### src/rtl/screen_sequence_checker_pkg.sv
// ---------------------------------------------------------------------------
// screen_sequence_checker_pkg
//
// Purpose:
//   Definitions shared by the bomb-defuse screen blocks: the LFSR screen
//   generator, this sequence checker and the display decoder.
//
// Contents:
//   SYMBOL_W, NUM_SCREENS - geometry of the bottom-screen symbol row
//   STAGE_W, STRIKE_W     - widths of the checker's progress counters
//   symbol_t              - one screen symbol
//   state_t               - checker states (IDLE/ARMED/DEFUSED/EXPLODED)
//   strike_inc()          - saturating strike-counter increment
// ---------------------------------------------------------------------------
package screen_sequence_checker_pkg;

  localparam int SYMBOL_W    = 2;
  localparam int NUM_SCREENS = 4;
  localparam int STAGE_W     = 3;
  localparam int STRIKE_W    = 3;

  typedef logic [SYMBOL_W-1:0] symbol_t;

  typedef enum logic [1:0] {
    IDLE     = 2'd0,
    ARMED    = 2'd1,
    DEFUSED  = 2'd2,
    EXPLODED = 2'd3
  } state_t;

  // Strike count never climbs past the explosion limit.
  function automatic logic [STRIKE_W-1:0] strike_inc(
    input logic [STRIKE_W-1:0] count,
    input logic [STRIKE_W-1:0] limit
  );
    return (count >= limit) ? limit : count + STRIKE_W'(1);
  endfunction

endpackage

### src/rtl/guess_timeout_counter.sv
// ---------------------------------------------------------------------------
// guess_timeout_counter
//
// Purpose:
//   Loadable down-counter that measures how long the player has been
//   sitting on a guess. Stops at zero and flags it; reload wins over enable.
//
// Ports:
//   clk        in   system clock
//   rst_n      in   asynchronous active-low reset
//   reload     in   load load_value on the next edge
//   enable     in   count down by one per cycle while nonzero
//   load_value in   WIDTH-bit reload value
//   zero       out  counter currently holds zero
// ---------------------------------------------------------------------------
module guess_timeout_counter
  import screen_sequence_checker_pkg::*;
#(
  parameter int WIDTH = 26
) (
  input  logic             clk,
  input  logic             rst_n,
  input  logic             reload,
  input  logic             enable,
  input  logic [WIDTH-1:0] load_value,
  output logic             zero
);

  logic [WIDTH-1:0] count;

  // Down-count with reload priority; parks at zero until reloaded.
  always_ff @(posedge clk or negedge rst_n) begin
    if (!rst_n) begin
      count <= '0;
    end else if (reload) begin
      count <= load_value;
    end else if (enable && (count != '0)) begin
      count <= count - WIDTH'(1);
    end
  end

  assign zero = (count == '0);

endmodule

### config.mk
export PLATFORM = sky130hd
export DESIGN_NAME = guess_timeout_counter
export DESIGN_NICKNAME = d
export VERILOG_FILES = /design/src/rtl/screen_sequence_checker_pkg.sv /design/src/rtl/guess_timeout_counter.sv
export SDC_FILE = /design/constraint.sdc
export NUM_CORES = 1
export LEC_CHECK = 0
export CAP_MARGIN = 10
export CORE_MARGIN = 3
export CORE_UTILIZATION = 44
export CTS_CLUSTER_SIZE = 16
export DETAILED_ROUTE_END_ITERATION = 8
export PLACE_DENSITY = 0.72
export SKIP_LAST_GASP = 1
export SLEW_MARGIN = 20
export SYNTH_ARGS = -nofsm -noshare
export SYNTH_HDL_FRONTEND = slang
export SYNTH_SLANG_ARGS = --single-unit
export TNS_END_PERCENT = 10
### constraint.sdc
create_clock -name clk -period 2 [get_ports clk]
set_input_delay 0.3 -clock clk [delete_from_list [all_inputs] [get_ports clk]]
set_output_delay 0.3 -clock clk [all_outputs]
set_load 0.01 [all_outputs]
==> impl_metrics.ini <==
[outcome]
status = completed

[finish]
fin_area_um2 = 2210
diodes = 0
layout-drive-gt1-share = 0.217
area_delta_synth_final_pct = 35.0
fin_cells = 267
final_nets = 253
reg_top3 = count (26)
largest_reg_flops = 26
largest_register = count

[placement]
place_area_um2 = 2140
hpwl_mm = 3.00
place_congestion = 0.849
place_inst = 263
port_buffers = 30

[clocking]
cts_setup_buffers = 0
htree_levels = 1
cts_sinks = 26
cts_tree = built
insertion_delay_ns = 0.28
path_clk_slew_ns = 0.10
ctsRootBufferMaster = clkbuf_8
cts_buffers = 3
clk_path_buf_depth = 2

[sta]
finalCriticalPeriod_ns = 1.98
hold_viol = 0
max_freq_ghz = 0.505
rsz0062_at_grt = yes
slew-limit-headroom = 0.772
worst_pin_slew_ns = 0.339
fin_skew_ns = 0.00409
finalSetupViolations = 0
fin_crit_sh = 0.989
slew_viol_final = 0

[die]
pin_count = 31
coreArea_um2 = 3470
die_x_um = 66.9
dieArea_um2 = 4480
initial_core_util = 0.471
die_h_um = 66.9
rows = 21

[setup_path]
cp_max_fo = 4
crit_path_end_kind = flop
required_ns = 2.23
crit_type = flop to flop
cp.arrival_ns = 2.21
cp-start-kind = flop

[routing]
antenna_left = 0
drt-initial-drc-count = 82
post_drt_wl_per_cell_um = 15.0
route.detailed.drc = 0
firstDrtPassIters = 4
vias_per_cell = 5.61
wl_mm = 4.01
vias = 1498

[synth]
yosys_most_used_dff = dfrtp_1
ys_ff_latch = 26
syn_area_um2 = 1630
ys_seq_area_frac = 0.398
synth_warnings = 0
synth-edff-count = 0
async_reset_ff_frac = 1.00
syn_nets = 203
syn_avg_cell_area_um2 = 9.50
syn_inst = 172
synth.distinct_cells = 47

[global_route]
grt_pass1_vias = 1518
gr-total-overflow = 0
track_usage = 0.195
grt_pass1_wl_mm = 6.64
grt_max_degree = 27
antenna_found_initial = 0

[power]
irDropWorstVdd_mv = 0.343
power_density_nw_per_um2 = 595
p_leak_nw = 0.883

[job]
maxCapViolations = 0

[hold_path]
hold_path.class = primary input to asynchronous set/reset pin
[final cells by class]
type | count | area [µm²]
Clock buffer | 4 | 55.1
Fill cell | 306 | 1260
Inverter | 5 | 18.8
Multi-Input combinational cell | 132 | 945
Sequential cell | 26 | 651
Tap cell | 46 | 57.6
Timing Repair Buffer | 54 | 479
[stage by stage]
stage	power, mW	utilization	hold slack, ns	setup TNS, ns	setup slack [ns]
detailed placement	0.957	0.616	0.573	-0.0163	-0.00879
global placement	0.940	0.616	0.541	0	0.0602
CTS	1.32	0.635	0.386	-0.00724	-0.00688
finish	1.31	0.636	0.373	0	0.0211
global route	1.38	0.636	0.402	-0.331	-0.0727
floorplan	0.793	-	0.00441	0	0.0889
[worst max-delay path, stage by stage, from the launching register on]
cell and delay (ns):
dfrtp_1 0.39, inv_1 0.08, ha_1 0.18, nor3b_4 0.22, buf_4 0.16, and4_4 0.25, nand3_1 0.12, or4_1 0.42
nand3_1 0.09
[routing by layer]
layer | vias to the layer above | routed length [µm] | track usage
met1 | 720 | 1720 | 0.234
li1 | 737 | - | -
met3 | 7 | 207 | 0.0371
met5 | - | 0 | 0
met2 | 34 | 2020 | 0.337
met4 | 0 | 63 | 0.0835
[synthesized netlist by cell type (all sizes together), types with 2 or more instances]
cell,instances,area (µm²)
a31oi,6,37.5
and3,3,20.0
and4,3,30.0
buf,2,8.75
clkbuf,7,27.5
dfrtp,26,651
inv,5,18.8
mux2,5,56.3
nand2,15,56.3
nand3,2,10.0
nand4,5,43.8
nand4b,2,17.5
nor2,13,48.8
nor3,5,30.0
nor4,6,73.8
o2111ai,3,26.3
o211ai,7,57.6
o21ai,19,98.9
o31ai,2,15.0
o41ai,2,17.5
or3,2,12.5
or4,5,37.5
xnor2,7,61.3
xor2,9,78.8
[what timing repair did]
action                     CTS  global route
hold endpoints to repair     0             0
hold buffers                 0             0
gates resized for setup      5             3
setup endpoints to repair    2            12
[final timing paths]
kind / from / cells after the start / slack (ns) / endpoint
setup / recovery: count[0] / 8 / 0.02 / count[22]
hold / removal: rst_n / 2 / 0.37 / count[12]
setup reg to reg: count[0] / 8 / 0.02 / count[22]
min in group clk: load_value[12] / 3 / 0.57 / count[12]
hold reg to reg: count[22] / 2 / 0.60 / count[22]
max in group asynchronous: rst_n / 2 / 1.37 / count[15]
[cell usage in the layout, fill, tap and decap left out, drive strengths merged, types with 6 or more instances in the layout]
cell type      count
nand2             15
nor4               6
o21ai             19
xor2               9
xnor2              7
dfrtp             26
a31oi              6
o211ai             7
buf               24
nor2              13
clkdlybuf4s50     29
[cells by family (layout without fill, tap and decap cells)]
group / count (synthesis) / count (layout) / synth area share
multiplexers: 6 / 6 / 0.0406
buffers and inverters: 14 / 63 / 0.0337
flip-flops: 26 / 26 / 0.398
AO/OA/AOI/OAI: 42 / 42 / 0.171
AND/OR/NAND/NOR: 67 / 67 / 0.263
adder cells (fa/ha/maj): 1 / 1 / 0.00766
XOR/XNOR: 16 / 16 / 0.0858
[power breakdown]
group | internal [mW] | switching [mW]
clock | 0.177 | 0.183
combinational | 0.176 | 0.132
sequential | 0.580 | 0.0649
total | 0.932 | 0.380
No activity file was read; power rests on OpenSTA's default activity.
